<file path="src/rtl/elbeth_pkg.sv">
// Shared definitions for the elbeth multiply/divide unit: operation codes
// and the FSM state encoding.
package elbeth_pkg;

    localparam logic [1:0] MD_MULT  = 2'd0;
    localparam logic [1:0] MD_MULTU = 2'd1;
    localparam logic [1:0] MD_DIV   = 2'd2;
    localparam logic [1:0] MD_DIVU  = 2'd3;

    typedef enum logic [1:0] {
        ST_IDLE = 2'd0,
        ST_CALC = 2'd1,
        ST_FIX  = 2'd2,
        ST_DONE = 2'd3
    } state_t;

    function automatic logic op_is_div(input logic [1:0] op);
        return op[1];
    endfunction

    function automatic logic op_is_signed(input logic [1:0] op);
        return ~op[0];
    endfunction

endpackage

</file>
<file path="src/rtl/elbeth_muldiv.sv">
// Iterative 32x32 multiply / 32/32 divide on one shared 33-bit adder.
// Operands are reduced to magnitudes on accept; the sign is restored in FIX.
module elbeth_muldiv
    import elbeth_pkg::*;
#(
    parameter int DATA_W = 32
) (
    input  logic              clk,
    input  logic              rst_n,
    input  logic              start,
    input  logic [1:0]        operation,
    input  logic [DATA_W-1:0] data_a,
    input  logic [DATA_W-1:0] data_b,
    output logic              busy,
    output logic              done,
    output logic [DATA_W-1:0] hi,
    output logic [DATA_W-1:0] lo,
    output logic              div_zero,
    output state_t            state_dbg
);

    // Handshake: start is a one-way request honoured only in IDLE (no queueing,
    // no backpressure); busy covers CALC/FIX/DONE and done pulses for one cycle.
    state_t            state, state_nxt;
    logic [4:0]        count;
    logic              load_pend;
    logic [1:0]        op_q;
    logic              neg_a, neg_b, b_zero;
    logic [DATA_W-1:0] mag_a, mag_b;
    logic [DATA_W-1:0] p_hi, p_lo;
    logic              accept, op_div;
    logic [DATA_W:0]   shifted, add_x, add_y, sum;
    logic [2*DATA_W-1:0] prod;

    assign state_dbg = state;
    assign accept    = (state == ST_IDLE) && start;
    assign op_div    = op_is_div(op_q);

    always_ff @(posedge clk or negedge rst_n) begin
        if (!rst_n) state <= ST_IDLE;
        else        state <= state_nxt;
    end

    always_comb begin
        state_nxt = state;
        busy      = (state != ST_IDLE);
        done      = (state == ST_DONE);
        case (state)
            ST_IDLE: if (start) state_nxt = ST_CALC;
            ST_CALC: if (!load_pend && count == 5'd31) state_nxt = ST_FIX;
            ST_FIX:  state_nxt = ST_DONE;
            ST_DONE: state_nxt = ST_IDLE;
            default: state_nxt = ST_IDLE;
        endcase
    end

    // Shared adder: multiply adds the multiplicand when the multiplier LSB is
    // set; divide subtracts the divisor from the shifted partial remainder.
    always_comb begin
        shifted = {p_hi, p_lo[DATA_W-1]};
        add_x   = op_div ? shifted : {1'b0, p_hi};
        add_y   = op_div ? ~{1'b0, mag_b}
                         : (p_lo[0] ? {1'b0, mag_a} : '0);
        sum     = add_x + add_y + {{DATA_W{1'b0}}, op_div};
        prod    = {p_hi, p_lo};
    end

    always_ff @(posedge clk or negedge rst_n) begin
        if (!rst_n) begin
            count     <= '0;
            load_pend <= 1'b0;
            op_q      <= '0;
            neg_a     <= 1'b0;
            neg_b     <= 1'b0;
            b_zero    <= 1'b0;
            mag_a     <= '0;
            mag_b     <= '0;
            p_hi      <= '0;
            p_lo      <= '0;
            hi        <= '0;
            lo        <= '0;
            div_zero  <= 1'b0;
        end else if (accept) begin
            op_q      <= operation;
            neg_a     <= op_is_signed(operation) & data_a[DATA_W-1];
            neg_b     <= op_is_signed(operation) & data_b[DATA_W-1];
            mag_a     <= (op_is_signed(operation) & data_a[DATA_W-1]) ? -data_a : data_a;
            mag_b     <= (op_is_signed(operation) & data_b[DATA_W-1]) ? -data_b : data_b;
            b_zero    <= op_is_div(operation) && (data_b == '0);
            div_zero  <= 1'b0;
            count     <= '0;
            load_pend <= 1'b1;
        end else if (state == ST_CALC) begin
            if (load_pend) begin
                // First CALC cycle seeds the shift register from the magnitudes.
                p_hi      <= '0;
                p_lo      <= op_div ? mag_a : mag_b;
                load_pend <= 1'b0;
            end else begin
                count <= count + 5'd1;
                if (op_div) begin
                    p_hi <= sum[DATA_W] ? shifted[DATA_W-1:0] : sum[DATA_W-1:0];
                    p_lo <= {p_lo[DATA_W-2:0], ~sum[DATA_W]};
                end else begin
                    p_hi <= sum[DATA_W:1];
                    p_lo <= {sum[0], p_lo[DATA_W-1:1]};
                end
            end
        end else if (state == ST_FIX) begin
            if (!op_div) begin
                {hi, lo} <= (neg_a ^ neg_b) ? -prod : prod;
            end else begin
                hi       <= neg_a ? -p_hi : p_hi;
                lo       <= b_zero ? '1 : ((neg_a ^ neg_b) ? -p_lo : p_lo);
                div_zero <= b_zero;
            end
        end
    end

endmodule

</file>
<file path="config.mk">
export PLATFORM = sky130hd
export DESIGN_NAME = elbeth_muldiv
export DESIGN_NICKNAME = d
export VERILOG_FILES = /design/src/rtl/elbeth_pkg.sv /design/src/rtl/elbeth_muldiv.sv
export SDC_FILE = /design/constraint.sdc
export NUM_CORES = 1
export LEC_CHECK = 0
export BUFFER_PORTS_ARGS = -buffer_cell sky130_fd_sc_hd__buf_4
export CORE_MARGIN = 2
export CORE_UTILIZATION = 56
export CTS_BUF_LIST = sky130_fd_sc_hd__clkbuf_4 sky130_fd_sc_hd__clkbuf_8 sky130_fd_sc_hd__clkbuf_16
export DETAILED_ROUTE_END_ITERATION = 7
export PLACE_DENSITY = 0.76
export SYNTH_ARGS = -nofsm -noshare
export SYNTH_HDL_FRONTEND = slang
export SYNTH_SLANG_ARGS = --single-unit
</file>
<file path="constraint.sdc">
create_clock -name clk -period 8.3 [get_ports clk]
set_input_delay 1.66 -clock clk [delete_from_list [all_inputs] [get_ports clk]]
set_output_delay 1.66 -clock clk [all_outputs]
set_load 0.005 [all_outputs]
</file>
==> results of run 1 <==
[kinds of logic after synthesis]
family	count (synthesis)
adder cells (fa/ha/maj)	45
AO/OA/AOI/OAI	467
flip-flops	205
multiplexers	94
AND/OR/NAND/NOR	547
XOR/XNOR	154
buffers and inverters	158
[power groups by stage]
stage                     Combinational, µW  Clock [µW]  Sequential, µW
after global routing                   4710        1110            2160
after global placement                 4140           0            2070
after detailed placement               4220           0            2090
after CTS                              4240        1080            2080
after floorplan                        3150           0            1790
final                                  4290        1070            2100
[registers in the layout, summed over array words and instances, names as in the netlist, 2 cells and up]
register,cells
state_dbg,2
lo,32
hi,32
count,5
p_hi,32
mag_a,32
p_lo,32
mag_b,32
[path summary, 6_finish.rpt]
| path | start | to | slack [ns] | cells after the start |
|---|---|---|---|---|
| max | op_q[1] | p_hi[6] | 2.83 | 14 |
| min | hi[6] | hi[6] | 0.51 | 1 |
| max reg2reg | op_q[1] | p_hi[6] | 2.83 | 14 |
| min reg2reg | hi[6] | hi[6] | 0.51 | 1 |
| max in group asynchronous | rst_n | op_q[1] | 5.80 | 2 |
| min in group asynchronous | rst_n | hi[24] | 1.21 | 1 |
[cell usage in the layout (no fill, tap or decap), types with 9 or more instances in the layout]
cell and n:
nand2_1 204, dfrtp_1 204, o21ai_0 182, buf_4 151, nor2_1 139, a21oi_1 128, xnor2_1 97, xor2_1 57
mux2_2 52, inv_1 48, nor3_1 42, ha_1 41, mux4_2 31, nor4_1 28, nand2b_1 24, clkbuf_16 23
nand3_1 20, o31ai_1 19, a21o_1 16, or3_1 14, and3_1 13, nand4_1 13, a211oi_1 13, o211ai_1 12
mux2i_1 11, a31oi_1 11, o32ai_1 10, or4_1 9, o41ai_1 9, nor3b_1 9, a221oi_1 9
[Yosys cell counts, types with 10 or more instances]
cell type	instances
dfrtp_1	205
nand2_1	205
o21ai_0	182
nor2_1	140
a21oi_1	128
xnor2_1	97
clkbuf_1	96
xor2_1	57
mux2_2	52
inv_1	48
ha_1	43
nor3_1	42
mux4_2	31
nor4_1	28
nand2b_1	24
nand3_1	20
o31ai_1	19
a21o_1	16
or3_1	14
a211oi_1	13
and3_1	13
nand4_1	13
o211ai_1	12
a31oi_1	11
mux2i_1	11
o32ai_1	10
[critical path, cell delays in order, from the launching register on]
cell      delay, ns
dfrtp_4        0.72
nor2_2         1.02
nand2_1        0.10
o21ai_0        0.17
fa_1           0.28
inv_1          0.06
fa_1           0.39
nand2b_1       0.20
a21oi_1        0.16
o21ai_0        0.24
a211oi_2       0.48
nor4b_2        0.18
or3_1          0.64
or3_1          0.42
a32o_1         0.23
[per-stage QoR]
| step | cells | utilization | total power [µW] | hold WS, ns | cell area (µm²) |
|---|---|---|---|---|---|
| 2_1_floorplan | 1670 | - | 4940 | 0.461 | 14400 |
| 3_3_place_gp | 2044 | 0.618 | 6210 | 0.484 | 15600 |
| 3_5_place_dp | 2044 | 0.618 | 6310 | 0.496 | 15600 |
| 4_1_cts | 2085 | 0.650 | 7400 | 0.509 | 16400 |
| 5_1_grt | 2085 | 0.650 | 7990 | 0.520 | 16400 |
| 6_report | 2085 | 0.650 | 7470 | 0.512 | 16400 |
[layer usage]
metal	global-route usage	up-vias
li1	-	6156
met1	0.474	6266
met2	0.467	668
met3	0.0477	74
met4	0.0834	0
met5	0	-
[area by class of cell]
class | instances | area (µm²) | share of cell area
multi-input combinational | 1307 | 8720 | 0.532
sequential | 205 | 5130 | 0.313
timing repair buffer | 152 | 1150 | 0.0699
clock buffer | 32 | 681 | 0.0415
tap | 330 | 413 | 0.0252
inverter | 50 | 188 | 0.0114
clock inverter | 9 | 118 | 0.00717
==> impl_results.md, run 1 <==
* Via count at 13164
* Area Overhead vs Synth at 13.6%
* Remaining global-route overflow at 0
* Minimum clock period at 5.47 ns
* Die H at 165 µm
* Vias in the first global route at 12072
* Ys Warns at 0
* Leading area contributor after synthesis: dfrtp_1
* Number of distinct library cells after synthesis at 72
* CP endpoint kind: flip-flop
* GPL Wtd Cong at 0.970
* Synth top area cells: dfrtp_1 36%, o21ai_0 6.3%, xnor2_1 5.9%
* Fin nets at 1853
* Clk sinks at 205
* Wire per inst at 20.3 µm
* I/O pins at 138
* Sequential share of the synthesized area at 0.355
* Main synth FF type: dfrtp_1
* Slew Viols, Final at 0
* TritonCTS clock tree: done
* F_max at 0.183 GHz
* Critical path type: flip-flop to flip-flop
* CTS resizes at 0
* Status: finished clean
* Post-synthesis simple-gate area fraction at 0.179
* Synthesized area at 0.0144 mm²
* Total GRT Usage at 0.313
* Met3 WL at 3840 µm
* Req. time, crit path at 8.70 ns
* Pint at 3940 µW
* Fin Clk Skew at 0.0316 ns
* CTS Hold Bufs at 0
* Crit path DAT at 5.87 ns
* Mapped Nets at 1784
* Die Width at 165 µm
* Synth Area in XOR/XNOR at 0.0934
* TNS Setup at 0 ns
* #FFs+latches synth at 205
* Max capacitance violation total at 0
* Pwr per Cell Area at 455 mW/mm²
* Clock buffer depth at 3
* DRT met1 WL at 19000 µm
* Flop pwr share at 0.282
* DRT iter0 DRCs at 1768
* DRC viols at 0
* Met2 WL at 18300 µm
* Final Hold Vio Count at 0
* # setup viols final at 0
* Compound-Gate Fraction of Synth Area at 0.194
* Adder-Cell Fraction of Synth Area at 0.0400
* FP Rows at 58
* Setup crit start kind: flip-flop
* Pre-Repair DR Iteration Count at 8
* Logic gate share of total power at 0.575
* Psw at 3530 µW
* Die area at 0.0271 mm²
* Clk root buf: clkbuf_16
* Vias/cell at 6.31
* H-tree depth at 1
* Clock Pin Slew Worst Setup and Hold Paths at 0.06 ns
* Mapped Cells at 1670
* Unrepaired setup endpoints after global routing: no
* Leakage at 0.00690 µW
* Multiplexer area fraction after synthesis at 0.0966
* Final WL at 42300 µm
* Clk Latency, worst-skew pair at 0.54 ns
* First-pass GRT wire length at 66600 µm
* Initial Utilization at 0.572
* Slew headroom at 0.189
* Fraction of layout cells with a size suffix above 1 at 0.168
* Switching share of total power at 0.472
* Fin worst setup slack at 2.83 ns
* Ys async rst share at 1.00
* Largest net degree at the start of global routing at 114
* Post-CTS Setup Bufs at 0
* Pre-CTS setup slack at 2.95 ns
* Clock Power Share at 0.143
* Combinational family with the most area after synthesis: compound AO/OA/AOI/OAI gates
* ANT cells at 0
* Fillers at 2098
* Post-synth top area share at 0.355
* Uppermost layer routed: met4
* Post-route antenna net violation count at 0
* Post-synth EDFFs at 0
* Worst slew pin tran at 1.22 ns
* Average cell area after synthesis at 8.64 µm²
* Total CTS buffers at 23
* HPWL Detailed at 31800 µm
* Hold crit path type: flip-flop to flip-flop
* Peak supply drop at 333 µV
* CORE AREA at 0.0253 mm²
* Crit share post-route at 0.659
* Largest fanout on the critical path at 40
* Port Buffer Count at 137
* Initial antenna violation count at 0
No activity file was read; power rests on OpenSTA's default activity.
==> run 2: changes to the inputs <==
Settings changed: CORE_UTILIZATION 56 to 55, PLACE_DENSITY 0.76 to 0.78.
Clock period 8.3 ns to 4.4 ns, I/O delays scaled along.
==> impl_results.md, run 2 (synthesis gave the netlist of run 1 again) <==
* Status: finished clean
* Minimum clock period at 4.21 ns (-1.26 ns)
* Leakage at 0.00704 µW (+1.9%)
* R2R Setup Slk at 0.19 ns (-2.64 ns)
* M3 GR Usage at 0.0601 (+0.0123)
* Via count at 13408 (+1.9%)
* Final WL at 43300 µm (+2.5%)
* Slew headroom at 0.119 (-0.0701)
* Area Overhead vs Synth at 15.2%
* GRT met2 Usage at 0.456 (-0.0114)
* Slew Viols, Final at 0 (unchanged)
* GPL Wtd Cong at 1.01 (+4.1%)
* Clk sinks at 205 (unchanged)
* Post-CTS Setup Bufs at 0 (unchanged)
* Met1 Usage GRT at 0.449 (-0.0253)
* CP max-delay cell: dfrtp_4
* Hold slack final at 0.418 ns (-0.0942 ns)
* CP endpoint kind: flip-flop
* Setup crit start kind: flip-flop
* Final Hold Vio Count at 0 (unchanged)
* Crit path DAT at 4.58 ns (-1.29 ns)
* Post-Route Utilization at 0.642 (-0.00782)
* CP most frequent cell: buf_4
* Crit path cell chain: buf_16 > mux2_2 > ha_1 > a21oi_1 > o21ai_0 > o211ai_1 > a211oi_2 > buf_4 > o211a_1 > or3_1 > buf_4 > a211oi_1 > o22ai_1
* Die Width at 166 µm (+0.88%)
* Initial Utilization at 0.557 (-0.0145)
* Fin worst setup slack at 0.189 ns (-2.64 ns)
* Worst slew pin tran at 1.32 ns (+0.104 ns)
* Clk Latency, worst-skew pair at 0.53 ns (about the same)
* Max incr delay on CP at 0.60 ns (-0.42 ns)
* F_max at 0.237 GHz (+30%)
* HPWL Detailed at 32100 µm (+0.79%)
* Remaining global-route overflow at 0 (unchanged)
* CP bufs+invs at 3 (+2)
* Total CTS buffers at 23 (unchanged)
* Vias/cell at 6.37 (+0.89%)
* R2R Path End: p_hi[7]
* DRT iter0 DRCs at 1866 (+5.5%)
* FP Rows at 59 (+1.7%)
* Largest net degree at the start of global routing at 126 (+11%)
* Most frequent cells in the layout: 204 x nand2_1, 204 x dfrtp_1, 180 x o21ai_0, 162 x buf_4, 139 x nor2_1
* Total GRT Usage at 0.306 (-0.00670)
* Die area at 0.0276 mm² (+1.8%)
* TritonCTS clock tree: done
* Peak supply drop at 467 µV (+40%)
* DRC viols at 0 (unchanged)
* Busiest grt layer: met2
* Vias in the first global route at 12400 (+2.7%)
* Crit share post-route at 0.957 (+0.298)
* Post-route antenna net violation count at 0 (unchanged)
* Initial antenna violation count at 0 (unchanged)
* CTS Hold Bufs at 0 (unchanged)
* Fin nets at 1867 (+0.76%)
* Unrepaired setup endpoints after global routing: no
* Critical R2R Launch: op_q[1]
* Max capacitance violation total at 0 (unchanged)
* Pwr per Cell Area at 866 mW/mm² (+90%)
* Largest fanout on the critical path at 89 (+120%)
* Clk root buf: clkbuf_16
* Die H at 166 µm (+0.88%)
* H-tree depth at 1 (unchanged)
* Clock buffer depth at 3 (unchanged)
* # setup viols final at 0 (unchanged)
* Hold crit path type: input port to asynchronous set/reset pin
* Fraction of layout cells with a size suffix above 1 at 0.176 (+0.00762)
* Port Buffer Count at 137 (unchanged)
* Fin Clk Skew at 0.0172 ns (-0.0144 ns)
* I/O pins at 138 (unchanged)
* Wire per inst at 20.6 µm (+1.5%)
* Clock Pin Slew Worst Setup and Hold Paths at 0.07 ns (about the same)
* ANT cells at 0 (unchanged)
* CORE AREA at 0.0259 mm² (+2.6%)
* Critical path type: flip-flop to flip-flop
* Pre-Repair DR Iteration Count at 6 (-2)
* Pre-CTS setup slack at -0.0491 ns (-3.00 ns)
* First-pass GRT wire length at 68100 µm (+2.2%)
* Cell family with most CP delay: compound AO/OA/AOI/OAI gates
* CTS resizes at 2 (+2)
* Req. time, crit path at 4.77 ns (-3.93 ns)
* Worst reg2reg path depth at 13 (-1)
[run 2: worst max-delay path by stage]
stage	from	cells past startpoint	end	slack, ns
finish	op_q[1]	13	p_hi[7]	0.19
global route	op_q[1]	13	p_hi[10]	0.01
CTS	op_q[1]	14	p_hi[5]	0.11
detailed placement	op_q[1]	14	p_hi[19]	-0.05
global placement	op_q[1]	14	p_hi[19]	0.12
floorplan	op_q[1]	18	p_hi[6]	0.006
[run 2: where the power goes]
group          switching (µW)  internal [µW]  total (µW)
logic                    4760           3560        8330
registers                1140           2770        3910
clock network             834           1330        2160
[run 2: final cells by class]
class                           count  area [µm²]
Fill cell                        2131        9280
Inverter                           50         190
Sequential cell                   205        5130
Clock inverter                     13         220
Multi-Input combinational cell   1307        8730
Tap cell                          335         419
Timing Repair Buffer              166        1300
Clock buffer                       29         633
[run 2: stage by stage]
step	cells	power (µW)	instance area, µm²	TNS [ns]
2_1_floorplan	1670	9330	14500	0
3_3_place_gp	2063	11800	15800	0
3_5_place_dp	2063	12000	15800	-0.193
4_1_cts	2105	14200	16600	0
5_1_grt	2105	15300	16600	0
6_report	2105	14400	16600	0
[run 2: metal layers]
layer / share of wire / routed length [µm] / up-vias
li1: - / - / 6195
met1: 0.42 / 18400 / 6383
met2: 0.44 / 18900 / 741
met3: 0.11 / 4560 / 89
met4: 0.034 / 1470 / 0
met5: 0 / 0 / -
